===== src/rtl/memory_pkg.sv =====
// Shared definitions for the memory block and its requester-side load/store unit.
// Provides the LSU state encoding, access-size codes, the latched request payload,
// default read latency / RAM decode bit, and the fault-classification helper.
package memory_pkg;

  localparam int unsigned DATA_W                 = 32;
  localparam int unsigned ADDR_W                 = 32;
  localparam int unsigned DEFAULT_READ_LATENCY   = 2;
  localparam int unsigned DEFAULT_RAM_SELECT_BIT = 10;

  typedef enum logic [1:0] {
    IDLE  = 2'd0,
    READ  = 2'd1,
    WRITE = 2'd2,
    RESP  = 2'd3
  } lsu_state_t;

  typedef enum logic [1:0] {
    SIZE_BYTE = 2'b00,
    SIZE_HALF = 2'b01,
    SIZE_WORD = 2'b10,
    SIZE_BAD  = 2'b11
  } lsu_size_t;

  // Request fields kept for the lifetime of one access.
  typedef struct packed {
    logic              write;
    lsu_size_t         size;
    logic              isUnsigned;
    logic [1:0]        byteOffset;
    logic [DATA_W-1:0] wdata;
  } lsu_req_t;

  // Misaligned access, illegal size, or a store aimed at ROM.
  function automatic logic lsuFault(input logic isWrite, input lsu_size_t size,
                                    input logic [1:0] lowAddr, input logic ramSel);
    logic misaligned;
    case (size)
      SIZE_BYTE: misaligned = 1'b0;
      SIZE_HALF: misaligned = lowAddr[0];
      SIZE_WORD: misaligned = (lowAddr != 2'b00);
      default:   misaligned = 1'b1;
    endcase
    return misaligned || (isWrite && !ramSel);
  endfunction

endpackage


===== src/rtl/load_store_unit_if.sv =====
// Pipeline-side request/response bus of the load/store unit.
// master: pipeline (drives req_*, receives req_ready and resp_*)
// slave : load_store_unit
interface load_store_unit_if;
  import memory_pkg::*;

  logic              req_valid;
  logic              req_ready;
  logic              req_write;
  logic [1:0]        req_size;
  logic              req_unsigned;
  logic [ADDR_W-1:0] req_addr;
  logic [DATA_W-1:0] req_wdata;
  logic              resp_valid;
  logic              resp_error;
  logic [DATA_W-1:0] resp_rdata;

  modport master (
    output req_valid, req_write, req_size, req_unsigned, req_addr, req_wdata,
    input  req_ready, resp_valid, resp_error, resp_rdata
  );

  modport slave (
    input  req_valid, req_write, req_size, req_unsigned, req_addr, req_wdata,
    output req_ready, resp_valid, resp_error, resp_rdata
  );

endinterface


===== src/rtl/lsu_byte_lane.sv =====
// Combinational lane logic shared by the load and store paths.
// Ports:
//   word         in  memory word as read back
//   byteOffset   in  addr[1:0] of the access
//   size         in  access size
//   isUnsigned   in  zero-extend (1) / sign-extend (0) loads
//   storeData    in  right-aligned store data
//   loadData_c   out extracted and extended load value
//   mergedWord_c out word with the addressed bytes replaced by storeData
module lsu_byte_lane
  import memory_pkg::*;
(
  input  logic [DATA_W-1:0] word,
  input  logic [1:0]        byteOffset,
  input  lsu_size_t         size,
  input  logic              isUnsigned,
  input  logic [DATA_W-1:0] storeData,
  output logic [DATA_W-1:0] loadData_c,
  output logic [DATA_W-1:0] mergedWord_c
);

  logic [7:0]  byteSel;
  logic [15:0] halfSel;

  // Little-endian lane select, then extend or merge by size.
  always_comb begin
    byteSel      = 8'h00;
    halfSel      = byteOffset[1] ? word[31:16] : word[15:0];
    loadData_c   = word;
    mergedWord_c = word;

    case (byteOffset)
      2'd0:    byteSel = word[7:0];
      2'd1:    byteSel = word[15:8];
      2'd2:    byteSel = word[23:16];
      default: byteSel = word[31:24];
    endcase

    case (size)
      SIZE_BYTE: begin
        loadData_c = isUnsigned ? {24'h000000, byteSel} : {{24{byteSel[7]}}, byteSel};
        case (byteOffset)
          2'd0:    mergedWord_c[7:0]   = storeData[7:0];
          2'd1:    mergedWord_c[15:8]  = storeData[7:0];
          2'd2:    mergedWord_c[23:16] = storeData[7:0];
          default: mergedWord_c[31:24] = storeData[7:0];
        endcase
      end
      SIZE_HALF: begin
        loadData_c = isUnsigned ? {16'h0000, halfSel} : {{16{halfSel[15]}}, halfSel};
        if (byteOffset[1]) mergedWord_c[31:16] = storeData[15:0];
        else               mergedWord_c[15:0]  = storeData[15:0];
      end
      default: begin
        loadData_c   = word;
        mergedWord_c = storeData;
      end
    endcase
  end

endmodule


===== src/rtl/load_store_unit.sv =====
// Requester-side load/store port into the unified ROM/RAM block. Converts one
// load/store per handshake into word-aligned memory cycles, uses read-modify-write
// for sub-word stores, and reports misaligned accesses / ROM stores as faults
// without touching memory.
// Ports:
//   clk, rst_n     clock, synchronous active-low reset
//   bus            request/response handshake (load_store_unit_if.slave)
//   mem_address    word-aligned memory address (registered)
//   mem_readWrite  1 = write cycle (registered, high only in WRITE)
//   mem_dataIn     word to write (registered)
//   mem_dataOut    word read, valid READ_LATENCY edges after the address
module load_store_unit
  import memory_pkg::*;
#(
  parameter int unsigned READ_LATENCY   = DEFAULT_READ_LATENCY,
  parameter int unsigned RAM_SELECT_BIT = DEFAULT_RAM_SELECT_BIT
) (
  input  logic              clk,
  input  logic              rst_n,
  load_store_unit_if.slave  bus,
  output logic [ADDR_W-1:0] mem_address,
  output logic              mem_readWrite,
  output logic [DATA_W-1:0] mem_dataIn,
  input  logic [DATA_W-1:0] mem_dataOut
);

  localparam int unsigned CNT_W = (READ_LATENCY < 1) ? 1 : $clog2(READ_LATENCY + 1);

  lsu_state_t        state;
  logic [CNT_W-1:0]  latCnt;
  lsu_req_t          req;
  logic              reqFault_c;
  logic [DATA_W-1:0] laneLoad_c;
  logic [DATA_W-1:0] laneMerge_c;

  always_comb begin
    reqFault_c = lsuFault(bus.req_write, lsu_size_t'(bus.req_size), bus.req_addr[1:0],
                          bus.req_addr[RAM_SELECT_BIT]);
  end

  // Lane logic looks at the live read data so the capture edge can use it directly.
  lsu_byte_lane uLane (
    .word         (mem_dataOut),
    .byteOffset   (req.byteOffset),
    .size         (req.size),
    .isUnsigned   (req.isUnsigned),
    .storeData    (req.wdata),
    .loadData_c   (laneLoad_c),
    .mergedWord_c (laneMerge_c)
  );

  // Control FSM with all outputs registered.
  always_ff @(posedge clk) begin
    if (!rst_n) begin
      state          <= IDLE;
      latCnt         <= '0;
      req            <= '0;
      bus.req_ready  <= 1'b0;
      bus.resp_valid <= 1'b0;
      bus.resp_error <= 1'b0;
      bus.resp_rdata <= '0;
      mem_address    <= '0;
      mem_readWrite  <= 1'b0;
      mem_dataIn     <= '0;
    end else begin
      bus.resp_valid <= 1'b0;
      mem_readWrite  <= 1'b0;

      case (state)
        IDLE: begin
          bus.req_ready <= 1'b1;
          if (bus.req_valid && bus.req_ready) begin
            bus.req_ready <= 1'b0;
            req <= '{write:      bus.req_write,
                     size:       lsu_size_t'(bus.req_size),
                     isUnsigned: bus.req_unsigned,
                     byteOffset: bus.req_addr[1:0],
                     wdata:      bus.req_wdata};
            if (reqFault_c) begin
              // Faults skip memory entirely; mem_address keeps its old value.
              state          <= RESP;
              bus.resp_valid <= 1'b1;
              bus.resp_error <= 1'b1;
              bus.resp_rdata <= '0;
            end else if (bus.req_write && (lsu_size_t'(bus.req_size) == SIZE_WORD)) begin
              state         <= WRITE;
              mem_address   <= {bus.req_addr[ADDR_W-1:2], 2'b00};
              mem_readWrite <= 1'b1;
              mem_dataIn    <= bus.req_wdata;
            end else begin
              state       <= READ;
              mem_address <= {bus.req_addr[ADDR_W-1:2], 2'b00};
              latCnt      <= CNT_W'(READ_LATENCY);
            end
          end
        end

        READ: begin
          // Counter at zero means mem_dataOut now holds the addressed word.
          if (latCnt == '0) begin
            if (req.write) begin
              state         <= WRITE;
              mem_readWrite <= 1'b1;
              mem_dataIn    <= laneMerge_c;
            end else begin
              state          <= RESP;
              bus.resp_valid <= 1'b1;
              bus.resp_error <= 1'b0;
              bus.resp_rdata <= laneLoad_c;
            end
          end else begin
            latCnt <= latCnt - CNT_W'(1);
          end
        end

        WRITE: begin
          state          <= RESP;
          bus.resp_valid <= 1'b1;
          bus.resp_error <= 1'b0;
          bus.resp_rdata <= '0;
        end

        default: begin
          state         <= IDLE;
          bus.req_ready <= 1'b1;
        end
      endcase
    end
  end

endmodule

===== src/flat_wrapper.sv =====
// flat-port wrapper written by rule: the top's interface ports become plain ports
module load_store_unit_flat import memory_pkg::*;
#(
  parameter int unsigned READ_LATENCY   = DEFAULT_READ_LATENCY,
  parameter int unsigned RAM_SELECT_BIT = DEFAULT_RAM_SELECT_BIT
)
  (clk, rst_n, mem_address, mem_readWrite, mem_dataIn, mem_dataOut, bus_req_valid, bus_req_write, bus_req_size, bus_req_unsigned, bus_req_addr, bus_req_wdata, bus_req_ready, bus_resp_valid, bus_resp_error, bus_resp_rdata);
  load_store_unit_if bus_i ();
  input  logic clk;
  input  logic rst_n;
  output logic [ADDR_W-1:0] mem_address;
  output logic mem_readWrite;
  output logic [DATA_W-1:0] mem_dataIn;
  input  logic [DATA_W-1:0] mem_dataOut;
  input wire logic [$bits(bus_i.req_valid)-1:0] bus_req_valid;
  input wire logic [$bits(bus_i.req_write)-1:0] bus_req_write;
  input wire logic [$bits(bus_i.req_size)-1:0] bus_req_size;
  input wire logic [$bits(bus_i.req_unsigned)-1:0] bus_req_unsigned;
  input wire logic [$bits(bus_i.req_addr)-1:0] bus_req_addr;
  input wire logic [$bits(bus_i.req_wdata)-1:0] bus_req_wdata;
  output wire logic [$bits(bus_i.req_ready)-1:0] bus_req_ready;
  output wire logic [$bits(bus_i.resp_valid)-1:0] bus_resp_valid;
  output wire logic [$bits(bus_i.resp_error)-1:0] bus_resp_error;
  output wire logic [$bits(bus_i.resp_rdata)-1:0] bus_resp_rdata;
  assign bus_i.req_valid = bus_req_valid;
  assign bus_i.req_write = bus_req_write;
  assign bus_i.req_size = bus_req_size;
  assign bus_i.req_unsigned = bus_req_unsigned;
  assign bus_i.req_addr = bus_req_addr;
  assign bus_i.req_wdata = bus_req_wdata;
  assign bus_req_ready = bus_i.req_ready;
  assign bus_resp_valid = bus_i.resp_valid;
  assign bus_resp_error = bus_i.resp_error;
  assign bus_resp_rdata = bus_i.resp_rdata;
  load_store_unit #(.READ_LATENCY(READ_LATENCY), .RAM_SELECT_BIT(RAM_SELECT_BIT)) u_core (.clk(clk), .rst_n(rst_n), .bus(bus_i), .mem_address(mem_address), .mem_readWrite(mem_readWrite), .mem_dataIn(mem_dataIn), .mem_dataOut(mem_dataOut));
endmodule

===== config.mk =====
export PLATFORM = sky130hd
export DESIGN_NAME = load_store_unit_flat
export DESIGN_NICKNAME = d
export VERILOG_FILES = /design/src/rtl/memory_pkg.sv /design/src/rtl/load_store_unit_if.sv /design/src/rtl/lsu_byte_lane.sv /design/src/rtl/load_store_unit.sv /design/src/flat_wrapper.sv
export SDC_FILE = /design/constraint.sdc
export NUM_CORES = 1
export LEC_CHECK = 0
export CAP_MARGIN = 25
export CORE_UTILIZATION = 48
export CTS_CLUSTER_SIZE = 24
export DETAILED_ROUTE_END_ITERATION = 6
export GPL_TIMING_DRIVEN = 0
export PLACE_DENSITY_LB_ADDON = 0.05
export SLEW_MARGIN = 20
export SYNTH_ARGS = -nofsm -noshare
export SYNTH_HDL_FRONTEND = slang
export SYNTH_SLANG_ARGS = --single-unit

===== constraint.sdc =====
create_clock -name clk -period 2.8 [get_ports clk]
set_input_delay 0.7 -clock clk [delete_from_list [all_inputs] [get_ports clk]]
set_output_delay 0.7 -clock clk [all_outputs]
set_load 0.005 [all_outputs]

# Word level (Yosys, flattened, before mapping)
# Index checks and enable logic that the tools add are counted.
# totals
wordCells	106
input_bits	103
ff_bits	140
# op_classes
eq_ne	16
n_reduce_logical	21
n_mux	53
add_sub_neg	1
bitwise_logic	1
# op_table
cell	n
$mux W32	11
$pmux W32 S2	3
$pmux W32 S3	1
$mux W16	3
$mux W8	4
$pmux W8 S3	1
$mux W2	8
$mux W1	15
$logic_not A2 Y1	5
$ne A2 B1 Y1 const B	5
$reduce_and A5 Y1	2
$pmux W1 S3	3
$eq A2 B1 Y1 const B	4
$ne A2 B2 Y1 const B	4
$eq A2 B2 Y1 const B	3
$pmux W2 S3	1
$reduce_and A6 Y1	1
$pmux W1 S2	2
$pmux W2 S2	1
$reduce_and A2 Y1	2
$reduce_bool A2 Y1	2
$logic_and A1 B1 Y1	3
$reduce_and A3 Y1	1
$reduce_bool A3 Y1	1
other kinds (6)	6

# Logic depth before layout (Yosys ltp)
# Gate-level depths: netlist of run 1.
# logic_depth
word_depth	7
mapped_depth	9

# Modules after synthesis
# A second synthesis of run 1 with hierarchy kept.
# hier_totals
hier_cells	951
area_unflattened_um2	7947.6
# modules_own_cells
mod	seq_area_each_um2	instances	cells_each	area_each_um2
load_store_unit	2802.7	1	700	6019.5
lsu_byte_lane	0.0	1	251	1928.1

# Least setup slack after synthesis of run 1
# OpenSTA, ideal clock, no wires.
# synth_timing
path_kind	input to register
startpoint	in bus_req_addr[1]
endpoint	reg u_core.mem_dataIn[1]
slack_ns	0.829
cell_stages	7
t_required_ns	2.667
setup_time_ns	0.133
arrival_ns	1.838
path_buffers	3
cell_sequence	nor3b_1 a31o_1 buf_2 and2_1 buf_2 buf_2 a311oi_1
# synth_via
elab_chain_len	5
# synth_lines
item	line_no	text
from (decl)	flat_wrapper.sv:19	input wire logic [$bits(bus_i.req_addr)-1:0] bus_req_addr;
$reduce_bool A2 Y1	memory_pkg.sv:41	SIZE_WORD: misaligned = (lowAddr != 2'b00);
$pmux W1 S3	memory_pkg.sv:38	case (size)
$logic_or A1 B1 Y1	memory_pkg.sv:44	return misaligned || (isWrite && !ramSel);
$ne A2 B2 Y1 (no line)	--	
$reduce_and A6 Y1 (no line)	--	
to (signal assigned)	load_store_unit.sv:89	mem_dataIn <= bus.req_wdata;
to (signal assigned)	load_store_unit.sv:104	mem_dataIn <= laneMerge_c;
to (decl)	load_store_unit.sv:23	output logic [DATA_W-1:0] mem_dataIn,
# Every way passes these cells.
# A chain may end at the register's enable or synchronous reset.

# Worst setup path in the final report of run 1
# layout_timing
startpoint	in bus_req_addr[0]
endpoint	reg u_core.mem_dataIn[5]
# layout_via
elab_chain_len	5
# layout_lines
item	line_no
$reduce_bool A2 Y1	memory_pkg.sv:41
$pmux W1 S3 (*)	memory_pkg.sv:38
$logic_or A1 B1 Y1 (*)	memory_pkg.sv:44
$ne A2 B2 Y1 (no line) (*)	--
$reduce_and A6 Y1 (no line) (*)	--
# Every way passes the cells marked *; elsewhere a longest branch is shown, timed or not.

==> results.json, run 1 <==
{
  "drive_above_1_share": 0.0746,
  "max_clock_freq_mhz": 386,
  "clk_latency_ns": 0.42,
  "whs_ns": 0.452,
  "die_y_microns": 122,
  "maxCapViolCount": 0,
  "start_kind": "input port",
  "ant_nets": 0,
  "rsz0062_at_grt": "false",
  "track_usage": 0.335,
  "min_path_type": "reg -> reg",
  "synthDistinctLibCells": 63,
  "status": "completed",
  "antenna_cells": 0,
  "cp_max_fo": 10,
  "final_area_sq_um": 9820,
  "synth.area.top_cells": "dfxtp_1 (40%), nand2_1 (9.9%), a21oi_1 (8.6%), clkbuf_1 (3.0%), o32ai_2 (2.3%)",
  "crit_type": "in -> reg",
  "synth_seq_area_share": 0.403,
  "h-tree-depth": 4,
  "clk_pin_slew_ns": 0.06,
  "root_buffer": "clkbuf_16",
  "row_count": 43,
  "grt_start_max_net_pins": 17,
  "grt_busiest_layer": "met2",
  "dr.first_iter.drc_count": 920,
  "period_share": 0.925,
  "wl_per_cell_microns": 19.7,
  "io_buffers": 199,
  "finalWirelength_microns": 25400,
  "ioPinCount": 203,
  "arrival_ns": 2.86,
  "initial_utilization": 0.497,
  "core_sq_um": 14000,
  "leakagePower_nw": 3.35,
  "fillers": 1184,
  "use_met1": 0.468,
  "seq_area_sq_um": 2800,
  "yosysWarnings": 0,
  "fin_skew_ns": 0.00670,
  "grt_use_met2": 0.499,
  "end_kind": "flop",
  "grt_use_met3": 0.0711,
  "grt_antenna_before_repair": 0,
  "p_per_area_nw_per_um2": 785,
  "grt_pass1_vias": 6777,
  "cts_buffer_depth": 2,
  "cp_data_required_time_ns": 3.07,
  "min_period_ns": 2.59,
  "async_flop_share": 0,
  "dpl.hpwl_microns": 19000,
  "place_area_sq_um": 9180,
  "yosysTopAreaCellShare": 0.403,
  "tightest_slew_ns": 1.07,
  "avgSynthCellArea_sq_um": 7.91,
  "grt.overflow.total": 0,
  "vdd_drop_max_mv": 0.576,
  "firstDrtPassIters": 5,
  "grt_pass1_wl_microns": 37700,
  "area_delta_synth_final_pct": 41.2,
  "cts_made_buffers": 17,
  "ys_ff_latch": 140,
  "die_w_microns": 122,
  "cts_tree": "done",
  "relSlewSlack": 0.276,
  "route.vias.total": 7600,
  "viasPerCell": 5.88,
  "cts_num_sinks": 140,
  "hold_viol": 0,
  "slew_violations": 0,
  "routabilityCongestion": 0.979,
  "syn_area_sq_um": 6960,
  "ctsHoldBuffers": 0,
  "finalSetupViolations": 0,
  "multi_input_area_sq_um": 3700,
  "post-synth-top-area-cell": "dfxtp_1",
  "die_area_sq_um": 15000,
  "netlist_instances": 880,
  "fin_nets": 1209,
  "synth_flop_cell": "dfxtp_1",
  "drc": 0,
  "synth_edf_count": 0
}
## layer usage
layer	up-vias	wire length (microns)
li1	3595	-
met1	3475	10800
met2	461	11200
met3	69	2560
met4	0	791
met5	-	0
## stage by stage
stage / power [W] / utilization / setup slack, ns / instances / setup TNS, ns
6_report: 0.00772 / 0.702 / 0.210 / 1292 / 0
5_1_grt: 0.00805 / 0.702 / 0.116 / 1292 / 0
4_1_cts: 0.00764 / 0.701 / 0.103 / 1291 / 0
3_5_place_dp: 0.00522 / 0.656 / -0.311 / 1260 / -12.99
3_3_place_gp: 0.00520 / 0.656 / -0.312 / 1260 / -11.56
2_1_floorplan: 0.00408 / - / 0.829 / 881 / 0
## cells in the final DEF (no fill, tap or decap), types with 8 or more instances in the layout
cell type        synthesis  final
a21oi_1                120    119
a22o_1                  16     16
a311oi_1                16     16
a31o_2                   8      8
and3b_1                 10     10
buf_2                   16     16
clkbuf_1                56     56
clkbuf_16                0     17
clkdlybuf4s50_1          0    199
dfxtp_1                140    140
inv_1                   34     34
mux2_2                   8      8
nand2_1                183    183
nand2b_1                18     18
nand3_1                 32     32
nor2_1                  27     27
nor2b_1                 15     15
o2111ai_1                8      8
o21ai_0                 31     30
o22ai_1                 13     13
o32ai_1                 13     13
o32ai_2                 10     10
or3_1                    9      9
## critical path: stages
cell,delay (ns)
clkdlybuf4s50_1,0.51
nor3b_1,0.34
a31o_1,0.19
buf_2,0.22
and2_1,0.15
buf_2,0.27
buf_2,0.33
a311oi_1,0.14
## report_power, final
group | internal, W | total (W) | switching (W)
registers | 0.00224 | 0.00242 | 0.000180
clock network | 0.00155 | 0.00243 | 0.000875
logic | 0.00113 | 0.00287 | 0.00173
total | 0.00493 | 0.00772 | 0.00279
## registers in the layout, summed over array words and instances (netlist names)
signal / flops
u_core.bus.resp_rdata: 32
u_core.bus.resp_valid: 1
u_core.mem_address: 30
u_core.mem_dataIn: 32
u_core.req: 38
u_core.bus.resp_error: 1
u_core.mem_readWrite: 1
u_core.latCnt: 2
u_core.state: 2
u_core.bus.req_ready: 1
## Yosys cell counts (all sizes together), types with 4 or more instances
cell,count
a211o,6
a21oi,120
a221o,6
a221oi,7
a22o,16
a2bb2oi,7
a311oi,16
a31o,9
and3b,10
buf,23
clkbuf,56
dfxtp,140
ha,6
inv,34
mux2,8
nand2,183
nand2b,18
nand3,32
nand3b,6
nand4,4
nor2,27
nor2b,15
nor3,4
o2111ai,8
o21ai,32
o221ai,4
o22ai,13
o32ai,23
or3,9
## area by class of cell
cell class / instances / share of cell area
multi-input combinational: 627 / 0.376
sequential: 140 / 0.285
timing repair buffer: 200 / 0.204
clock buffer: 20 / 0.0475
buffer: 79 / 0.0341
tap: 180 / 0.0229
clock inverter: 11 / 0.0168
inverter: 35 / 0.0134
## timing repair
item / in CTS / in global routing
hold endpoints to repair: 0 / 0
gates resized for setup: 0 / 2
setup buffers: 0 / 0
setup endpoints to repair: 0 / 24
## logic make-up after synthesis
family | after synthesis | synth area share
and+or+nand+nor | 320 | 0.213
adders and majority gates | 6 | 0.0108
muxes | 10 | 0.0176
DFF | 140 | 0.403
other | 1 | 0.000539
AOI/OAI and AO/OA | 289 | 0.288
buffers and inverters | 114 | 0.0671
## path summary, 6_finish.rpt
| check | start | to | slack [ns] | cells past startpoint |
|---|---|---|---|---|
| worst max-delay path | bus_req_addr[0] | u_core.mem_dataIn[5]$_SDFFE_PN0P_ | 0.21 | 8 |
| worst min-delay path | u_core.mem_address[31]$_SDFFE_PN0P_ | u_core.mem_address[31]$_SDFFE_PN0P_ | 0.45 | 2 |
| worst max register to register | u_core.state[0]$_SDFFE_PN0P_ | u_core.mem_dataIn[5]$_SDFFE_PN0P_ | 0.29 | 8 |
| worst min register to register | u_core.mem_address[31]$_SDFFE_PN0P_ | u_core.mem_address[31]$_SDFFE_PN0P_ | 0.45 | 2 |
Note: power is estimated with default switching activity, not from simulation.
==> run 2, diff against run 1 <==
- CORE_MARGIN: unset -> 8
==> run 2 against run 1 <==
Against the previous run: combinational power is essentially flat; global-route usage shrank 5.1 points; sequential share of layout area grew 0.12 points; count of clock-buffer cells in the layout shrank 1; setup slack lost 0.0082 ns; final area shrank 0.43%; largest cell class unchanged; routed wire length grew 6.5%; worst hold slack is essentially flat; critical path type unchanged; final cell count grew 0.39%; die area grew 24%; core utilization shrank 2.2 points.
==> results.json, run 2 (synthesis gave the netlist of run 1 again) <==
{
  "initial_utilization": 0.484,
  "core_sq_um": 14400,
  "viasPerCell": 5.83,
  "period_share": 0.928,
  "route.vias.total": 7561,
  "fin_setup_tns_ns": 0,
  "crit_buf_inv": 4,
  "slew_violations": 0,
  "cp_data_required_time_ns": 3.08,
  "p_per_area_nw_per_um2": 772,
  "cts_tree": "done",
  "slowest_stage": "clkdlybuf4s50_1",
  "grt_pass1_vias": 7226,
  "fin_skew_ns": 0.00600,
  "dpl.hpwl_microns": 20700,
  "min_period_ns": 2.60,
  "min_path_type": "reg -> reg",
  "finalSetupViolations": 0,
  "cts_buffer_depth": 2,
  "critical_path_depth": 8,
  "regMostFlops": "u_core.req",
  "cts_num_sinks": 140,
  "postCtsSetupBuffers": 0,
  "drive_above_1_share": 0.0746,
  "routabilityCongestion": 1.01,
  "rrSetupSlack_ns": 0.26,
  "vdd_drop_max_mv": 0.513,
  "grt_start_max_net_pins": 17,
  "seq_area_sq_um": 2800,
  "path_delay_family": "buffers and inverters",
  "largest_reg_flops": 38,
  "cp_cell_sequence": "clkdlybuf4s50_1, nor3b_1, a31o_1, buf_2, and2_1, buf_2, buf_2, a311oi_1",
  "wl_per_cell_microns": 20.9,
  "track_usage": 0.285,
  "area_delta_synth_final_pct": 40.5,
  "hold_viol": 0,
  "post_cts_resized": 0,
  "ant_nets": 0,
  "ctsHoldBuffers": 0,
  "antenna_cells": 0,
  "final_area_sq_um": 9780,
  "crit_path_max_incr_delay_ns": 0.52,
  "row_count": 44,
  "h-tree-depth": 4,
  "reg2reg_depth": 7,
  "place_area_sq_um": 9190,
  "fillers": 1216,
  "grt_pass1_wl_microns": 41000,
  "clk_latency_ns": 0.43,
  "crit_path_frequent_cell": "buf_2",
  "die_y_microns": 136,
  "die_w_microns": 136,
  "die_area_sq_um": 18600,
  "maxCapViolCount": 0,
  "grt_antenna_before_repair": 0,
  "end_kind": "flop",
  "tightest_slew_ns": 0.962,
  "io_buffers": 199,
  "reg.largest.list": "u_core.req: 38 flops, u_core.bus.resp_rdata: 32 flops, u_core.mem_dataIn: 32 flops",
  "relSlewSlack": 0.350,
  "rsz0062_at_grt": "false",
  "start_kind": "input port",
  "arrival_ns": 2.88,
  "clk_pin_slew_ns": 0.06,
  "root_buffer": "clkbuf_16",
  "finalWirelength_microns": 27100,
  "grt.overflow.total": 0,
  "min_path_cells": 2,
  "fin_nets": 1209,
  "drc": 0,
  "cp_max_fo": 10,
  "leakagePower_nw": 3.32,
  "ioPinCount": 203,
  "dr.first_iter.drc_count": 727,
  "cts_made_buffers": 17,
  "status": "completed",
  "multi_input_area_sq_um": 3700,
  "final_cell_mix": "clkdlybuf4s50_1 (199), nand2_1 (183), dfxtp_1 (140)",
  "firstDrtPassIters": 5,
  "layout_commonest_cell": "clkdlybuf4s50_1",
  "crit_type": "in -> reg",
  "max_clock_freq_mhz": 385
}
[run 2: cell types whose count changed in the layout (fill, tap and decap cells not counted), sizes merged]
cell,previous run,this run
clkinv,6,7
clkinvlp,1,3
bufinv,4,2
clkbuf,77,76
inv,35,36
[run 2: final timing paths]
path                                             from                                   to
setup / recovery                      bus_req_addr[0]    u_core.mem_dataIn[5]$_SDFFE_PN0P_
hold / removal    u_core.mem_address[23]$_SDFFE_PN0P_  u_core.mem_address[23]$_SDFFE_PN0P_
setup reg to reg         u_core.state[1]$_SDFFE_PN0P_   u_core.mem_dataIn[10]$_SDFFE_PN0P_
hold reg to reg   u_core.mem_address[23]$_SDFFE_PN0P_  u_core.mem_address[23]$_SDFFE_PN0P_
[run 2: worst min-delay path: stages, from the launching register on]
cell and delay (ns):
dfxtp_1 0.31, nand2_1 0.05, a21oi_1 0.05
[run 2: final cells by class]
type                    count  share of cell area
plain buffers              79              0.0343
well taps                 184              0.0235
repair buffers            200               0.204
multi-input cells         627               0.378
clock buffers              19              0.0453
flip-flops and latches    140               0.287
clock inverters            13              0.0145
inverters                  35              0.0134
[run 2: stage by stage]
stage / power [W] / setup WS [ns] / instances / utilization / hold WS (ns)
finish: 0.00755 / 0.202 / 1297 / 0.681 / 0.452
global route: 0.00790 / 0.134 / 1297 / 0.681 / 0.464
CTS: 0.00748 / 0.0911 / 1296 / 0.680 / 0.454
detailed placement: 0.00524 / -0.335 / 1264 / 0.639 / 0.445
global placement: 0.00523 / -0.304 / 1264 / 0.639 / 0.439
floorplan: 0.00408 / 0.829 / 881 / - / 0.431
[run 2: report_power, final]
part	internal, W	switching (W)	total, W
Sequential	0.00224	0.000181	0.00242
Clock	0.00134	0.000913	0.00225
Combinational	0.00113	0.00174	0.00287
Total	0.00471	0.00284	0.00755
[run 2: layer usage]
metal / vias to the layer above / wire length (microns) / track usage / part of all wire
li1: 3592 / - / - / -
met1: 3533 / 11400 / 0.373 / 0.42
met2: 387 / 12500 / 0.446 / 0.46
met3: 49 / 2630 / 0.0746 / 0.097
met4: 0 / 512 / 0.0927 / 0.019
met5: - / 0 / 0 / 0
==> run 3, diff against run 2 <==
- CORE_UTILIZATION: 48 -> 43
- clock period: 2.8 -> 2.3 ns (I/O delays scaled with it)
==> run 3 against run 2 <==
Against the previous run: critical path depth decreased by 2; routed wire length grew 2.7%; via count increased by 0.77%; power rose by 25%; clock skew about the same; die area rose by 10%; sequential power grew 22%; non-clock buffer count grew 2; core utilization is 5.2 points lower; register-to-register slack lost 0.23 ns; final cell count up 2.6%; count of clock-buffer cells in the layout decreased by 1.
==> results.json, run 3 (synthesis gave the netlist of run 1 again) <==
{
  "status": "completed",
  "leakagePower_nw": 3.43,
  "grt_start_max_net_pins": 17,
  "worst_slack_ns": 0.0294,
  "finalSetupViolations": 0,
  "io_buffers": 199,
  "tightest_slew_ns": 1.12,
  "power_frac_comb": 0.394,
  "relSlewSlack": 0.244,
  "maxCapViolCount": 0,
  "regMostFlops": "u_core.req",
  "firstDrtPassIters": 5,
  "ioPinCount": 203,
  "crit_path_max_incr_delay_ns": 0.65,
  "die_y_microns": 143,
  "wl_per_cell_microns": 20.9,
  "power.switching_w": 0.00355,
  "viasPerCell": 5.72,
  "hold_viol": 0,
  "place_inst": 1297,
  "root_buffer": "clkbuf_16",
  "grt_antenna_before_repair": 0,
  "rrSetupSlack_ns": 0.03,
  "area_delta_synth_final_pct": 43.1,
  "cts_tree": "done",
  "min_path_type": "reg -> reg",
  "h-tree-depth": 4,
  "row_count": 46,
  "drc": 0,
  "p_per_area_nw_per_um2": 945,
  "max_clock_freq_mhz": 440,
  "reg2reg_from": "u_core.req[33]$_SDFFE_PN0P_",
  "cp_cell_sequence": "buf_2, clkbuf_1, buf_2, o21ai_1, nand3_1, a311oi_2",
  "crit_type": "reg -> reg",
  "die_area_sq_um": 20500,
  "final_cell_mix": "clkdlybuf4s50_1 (195), nand2_1 (182), dfxtp_1 (139)",
  "dpl.hpwl_microns": 21200,
  "hold_end": "u_core.mem_address[22]$_SDFFE_PN0P_",
  "period_share": 0.987,
  "hp-start": "u_core.mem_address[22]$_SDFFE_PN0P_",
  "crit_path_frequent_cell": "buf_2",
  "cts_made_buffers": 17,
  "end_kind": "flop",
  "layout_commonest_cell": "clkdlybuf4s50_1",
  "initial_utilization": 0.440,
  "cts_num_sinks": 140,
  "fin_skew_ns": 0.00626,
  "grt_pass1_vias": 7252,
  "vdd_drop_max_mv": 0.597,
  "cp_max_fo": 10,
  "slew_violations": 0,
  "route.vias.total": 7619,
  "track_usage": 0.264,
  "fillers": 1491,
  "clk_latency_ns": 0.43,
  "p_clk_frac": 0.292,
  "cts_buffer_depth": 2,
  "grt.overflow.total": 0,
  "fin_setup_tns_ns": 0,
  "instances_no_fill": 1331,
  "reg2reg_depth": 6,
  "ant_nets": 0,
  "ctsHoldBuffers": 0,
  "cp_data_required_time_ns": 2.63,
  "start_kind": "flop",
  "min_period_ns": 2.27,
  "antenna_cells": 0,
  "fin_nets": 1211,
  "dr.first_iter.drc_count": 709,
  "slowest_stage": "o21ai_1",
  "drive_above_1_share": 0.105,
  "clk_pin_slew_ns": 0.06,
  "min_path_cells": 2,
  "largest_reg_flops": 38,
  "routabilityCongestion": 0.987,
  "place_ws_ns": -0.746,
  "die_w_microns": 143,
  "reg.largest.list": "u_core.req: 38 flops, u_core.bus.resp_rdata: 32 flops, u_core.mem_dataIn: 32 flops",
  "arrival_ns": 2.60,
  "power_frac_seq": 0.314,
  "core_sq_um": 15800,
  "grt_pass1_wl_microns": 41600,
  "power.internal_w": 0.00586,
  "reg2reg_to": "u_core.mem_dataIn[6]$_SDFFE_PN0P_",
  "finalWirelength_microns": 27800,
  "switching_share": 0.377
}
-- run 3: cell count changes in the layout (fill, tap and decap cells not counted), moves of 4 or more --
cell             delta
clkbuf_4            +5
buf_4               +5
dlymetal6s2s_1      +4
clkbuf_1           -18
clkbuf_2           +11
clkdlybuf4s50_1     -4
-- run 3: repair_timing --
action / in CTS / in global routing
cloned: 0 / 0
buffers inserted: 0 / 3
pin swaps: 0 / 1
gates resized for setup: 15 / 49
setup endpoints to repair: 65 / 105
endpoints found under the hold margin: 0 / 0
-- run 3: area by class of cell --
type                       count  area [sq um]  share of cell area
buffer                        78           369              0.0371
clock buffer                  18           439              0.0441
clock inverter                14           143              0.0143
inverter                      35           131              0.0132
multi-input combinational    627          3770               0.378
sequential                   140          2800               0.282
tap                          216           270              0.0271
timing repair buffer         203          2030               0.204
-- run 3: power by group through the flow --
stage	Combinational (W)	Sequential [W]	Clock (W)
after floorplan	0.00201	0.00295	0
after global placement	0.00341	0.00299	0
after detailed placement	0.00343	0.00299	0
after CTS	0.00351	0.00294	0.00277
after global routing	0.00398	0.00298	0.00286
final	0.00371	0.00295	0.00275
-- run 3: through the flow --
step | hold slack [ns] | total power (W) | area, sq um | util
after detailed placement | 0.442 | 0.00643 | 9230 | 0.583
after global placement | 0.438 | 0.00640 | 9230 | 0.583
after CTS | 0.450 | 0.00922 | 9860 | 0.623
final | 0.450 | 0.00941 | 9960 | 0.629
after global routing | 0.464 | 0.00982 | 9960 | 0.629
after floorplan | 0.431 | 0.00497 | 6960 | -
-- run 3: worst max path at each step --
| stage | from | slack, ns | cells after the start | to |
|---|---|---|---|---|
| after floorplan | u_core.state[1]$_SDFFE_PN0P_ | 0.34 | 8 | u_core.bus.resp_rdata[0]$_SDFFE_PN0P_ |
| after global placement | bus_req_valid | -0.75 | 7 | u_core.mem_dataIn[5]$_SDFFE_PN0P_ |
| after detailed placement | bus_req_valid | -0.75 | 7 | u_core.mem_dataIn[6]$_SDFFE_PN0P_ |
| after CTS | u_core.state[0]$_SDFFE_PN0P_ | 0.009 | 9 | u_core.mem_dataIn[6]$_SDFFE_PN0P_ |
| after global routing | u_core.req[33]$_SDFFE_PN0P_ | -0.008 | 6 | u_core.mem_dataIn[6]$_SDFFE_PN0P_ |
| final | u_core.req[33]$_SDFFE_PN0P_ | 0.03 | 6 | u_core.mem_dataIn[6]$_SDFFE_PN0P_ |
-- run 3: critical path, delay by kind of cell (launching register included) --
kind	cells	cell delay (ns)
flops	1	0.30
simple gates	1	0.21
buf+inv	3	0.69
compound gates	2	0.98
-- run 3: layer usage --
metal / routed length, microns / part of all wire / global-route usage / vias to the layer above
li1: - / - / - / 3590
met1: 11800 / 0.42 / 0.343 / 3594
met2: 12600 / 0.45 / 0.409 / 382
met3: 2680 / 0.096 / 0.0664 / 53
met4: 733 / 0.026 / 0.108 / 0
met5: 0 / 0 / 0 / -
==> RTL edit 1: new RTL, config.mk and constraints of run 2 <==
`ADDR_W`: 32 -> 48.
--- a/src/rtl/memory_pkg.sv
+++ b/src/rtl/memory_pkg.sv
@@ -6,3 +6,3 @@
   localparam int unsigned DATA_W                 = 32;
-  localparam int unsigned ADDR_W                 = 32;
+  localparam int unsigned ADDR_W                 = 48;
   localparam int unsigned DEFAULT_READ_LATENCY   = 2;
Interface: changed (resized bus_req_addr and mem_address); port bits go from 203 to 235. The function was not compared with the original's and may differ.
==> RTL edit 1 against run 2 <==
Power grew 7.5%. Clock skew increased by 5.6 ps. Clock power increased by 5%. Count of clock-buffer cells in the layout increased by 4. Synthesized area is 4.2% higher. Highest routed layer unchanged. Hold slack worse by 6.8 ps. Critical path type unchanged. Via count is 1.7% higher. Largest cell class unchanged. Sequential cell count increased by 16. Sequential power grew 14%. First-iteration DRC count shrank 9.4%. Wire length shrank 3.4%. Utilization is 1.4 points higher. Setup slack improved by 150 ps. Cell area grew 6.4%.
==> RTL edit 1: results (changes against run 2) <==
synthesis:
  ys_seq_area_share_pct: 43.09  # +2.8 points
  synth.avg_cell_area_sq_um: 7.769  # -1.8%
  ys_top_cells_by_count: "nand2_1 (274), dfxtp_1 (156), a21oi_1 (137), o21ai_0 (46), nor2_1 (35)"
  synthTopCellsByArea: "dfxtp_1 (43%), nand2_1 (14%), a21oi_1 (9.5%), mux2i_1 (3.2%), o21ai_0 (3.2%)"
  netlist-cell-type-count: 57  # -9.5%
grt:
  grt_use_total_pct: 26.44  # -2.0 points
  grt_pass1_vias: 7404  # +2.5%
  grt_pass1_wl_um: 40370  # -1.4%
timing:
  tightest_slew_ps: 706.1  # -255.8 ps
  whs_ps: 445.3  # -6.809 ps
  skew_ps: 11.58  # +5.586 ps
placed_design:
  dp.cells: 1353  # +7.0%
  dp_hpwl_um: 20150  # -2.6%
  dp_slack_ps: -9.873  # +325.4 ps
pwr:
  pg_comb_mw: 2.99  # +4%
  powerClk_mw: 2.37  # +5%
  p_leak_nw: 3.737  # +13%
  netSwitchingPower_mw: 2.838  # about the same
  switching_share_pct: 34.98  # -2.6 points
route:
  drtIter0Drc: 659  # -9.4%
  routed_wirelength_um: 26140  # -3.4%
  wire_per_inst_um: 18.87  # -9.5%
  num_vias: 7693  # +1.7%
outcome:
  status: "complete, no violations"
clocking:
  cts-resized-gates: 0  # unchanged
  h-tree-depth: 4  # unchanged
min_path:
  holdCritStartpoint: "u_core.bus.resp_rdata[28]"
worst_setup_path:
  r2r-end: "u_core.req[32]"
  reg2reg_depth: 8  # +1
  ff2ff_setup_slack_ps: 430  # +170 ps
cells_and_area:
  drive_gt1_share_pct: 8.020  # +0.56 points
  finalNetCount: 1309  # +8.3%
## RTL edit 1: how the worst max path moves through the flow
stage / endpoint / slack [ps] / startpoint / cells after the start
floorplan: u_core.bus.resp_rdata[3] / 870 / bus_req_addr[1] / 6
global placement: u_core.bus.resp_rdata[27] / 10 / bus_req_addr[0] / 8
detailed placement: u_core.bus.resp_rdata[26] / -10 / bus_req_addr[0] / 8
CTS: u_core.bus.resp_rdata[26] / 430 / bus_req_addr[0] / 8
global route: u_core.mem_address[13] / 250 / u_core.state[0] / 9
finish: u_core.bus.resp_rdata[26] / 350 / bus_req_addr[0] / 8
## RTL edit 1: per-layer routing
metal,GRT usage (%),vias to the layer above,part of all wire [%]
met4,8.666,0,2.3
met2,42.76,401,45
met5,0,-,0
met1,30.74,3514,40
met3,11.74,48,12
li1,-,3730,-
## RTL edit 1: area by class of cell
type / count / area (sq um)
Multi-Input combinational cell: 688 / 3700
Sequential cell: 156 / 3123
Inverter: 13 / 48.80
Tap cell: 188 / 235.2
Clock buffer: 23 / 498.0
Timing Repair Buffer: 231 / 2312
Buffer: 77 / 380.4
Fill cell: 1271 / 4572
Clock inverter: 9 / 107.6
## RTL edit 1: kinds of logic after synthesis
group,Yosys count,synth area share (%)
AND/OR/NAND/NOR,374,21.68
AO/OA/AOI/OAI,281,24.74
flip-flops,156,43.09
buffers and inverters,90,5.921
multiplexers,25,3.487
adder cells (fa/ha/maj),6,1.036
other,1,0.05174
## RTL edit 1: critical path, stage by stage
cell,delay (ps)
clkdlybuf4s50_1,540
o21ai_0,360
nand4_1,220
and3_1,240
buf_2,180
nand2_2,140
buf_2,270
o21ai_1,100
==> RTL edit 2: new RTL, flow settings as in run 2 <==
Made on the original files. The 4 states of `lsu_state_t` get a Gray code encoding in 2 bits.
--- a/src/rtl/memory_pkg.sv
+++ b/src/rtl/memory_pkg.sv
@@ -11,6 +11,6 @@
   typedef enum logic [1:0] {
-    IDLE  = 2'd0,
-    READ  = 2'd1,
-    WRITE = 2'd2,
-    RESP  = 2'd3
+    IDLE  = 2'b00,
+    READ  = 2'b01,
+    WRITE = 2'b11,
+    RESP  = 2'b10
   } lsu_state_t;
Formal check against the unedited RTL: same outputs for any inputs over 4 cycles, from zero or initial values and one cycle with rst_n low; so few cycles prove little.
==> RTL edit 2 against run 2 <==
Hold slack hardly changed. Cell area increased by 2.3%. Critical path depth is 2 lower. Synthesized area up 2.5%. Non-clock buffer count increased by 3. Largest cell class unchanged. Wire length is 1.5% higher. Synthesized cell count decreased by 5.8%. Sequential share of layout area fell by 0.64 points. Sequential cell count unchanged. Critical endpoint is now u_core.mem_dataIn[31]. Clock skew shrank 2.6 ps. Setup slack worse by 23 ps. Via count decreased by 1.8%.
Power is not compared: it rests on default switching activity, and its combinational part moved more than twofold at a synthesized area within 25%.
==> RTL edit 2: results (changes against run 2) <==
outcome:
  status: "complete, no violations"
placed_design:
  dp_slack_ps: -294.2  # +41.08 ps
  placed_cell_area_sq_um: 9371  # +2.0%
  dp.cells: 1214  # -4.0%
worst_setup_path:
  critPathSlowestCell: "clkbuf_1"
  cp.arrival_ps: 2930  # +50 ps
cells_and_area:
  sh_seq_area_pct: 28.01  # -0.64 points
  n_all_buffers: 282  # +1.1%
  inverters: 14  # -60%
  fillers: 1244  # +2.3%
  clockNetworkAreaShare_pct: 6.316  # +0.34 points
  final_util_pct: 68.84  # +0.77 points
  multi_input_area_sq_um: 3876  # +4.8%
  drive_gt1_share_pct: 11.11  # +3.7 points
route:
  drtIter0Drc: 788  # +8.4%
  num_vias: 7428  # -1.8%
  viasPerCell: 5.961  # +2.3%
  wire_per_inst_um: 22.03  # +5.6%
synthesis:
  synthCells: 829  # -5.8%
  synthTopCellsByArea: "dfxtp_1 (39%), nand2_1 (9.2%), mux2i_1 (4.9%), a21oi_1 (4.7%), o211ai_1 (4.1%)"
  synth_fa_ha_area_share_pct: 0.1753  # -0.90 points
  ys_seq_area_share_pct: 39.28  # -1.0 points
  synth_compound_area_share_pct: 28.60  # -0.24 points
timing:
  skew_ps: 3.381  # -2.618 ps
  setup_ws_ps: 178.5  # -23.07 ps
floorplan:
  fp.dieW_um: 137.9  # +1.1%
grt:
  grt_pass1_vias: 7299  # +1.0%
==> RTL edit 2: changes by cell type in the layout (fill, tap and decap cells not counted), sizes merged, moves of 11 or more <==
| cell | change |
|---|---|
| a21oi | -50 |
| o211ai | +37 |
| mux2i | +34 |
| o41ai | +32 |
| nand3 | -31 |
| buf | +22 |
| clkbuf | -20 |
| inv | -19 |
| a311oi | -16 |
| mux2 | +15 |
| o32ai | -15 |
| o22ai | -12 |
| nor2b | -11 |
==> RTL edit 2: path summary, 6_finish.rpt <==
check	startpoint	endpoint	slack [ps]	depth (start not counted)
min reg2reg	u_core.req[18]	u_core.req[18]	450	2
max	rst_n	u_core.mem_dataIn[31]	180	6
min	u_core.req[18]	u_core.req[18]	450	2
max reg2reg	u_core.latCnt[0]	u_core.bus.resp_rdata[21]	420	7
==> RTL edit 2: metal layers <==
layer	track usage (%)	wire [um]
met3	8.333	3099
met4	13.31	1063
met1	36.39	11030
met5	0	0
met2	43.41	12250
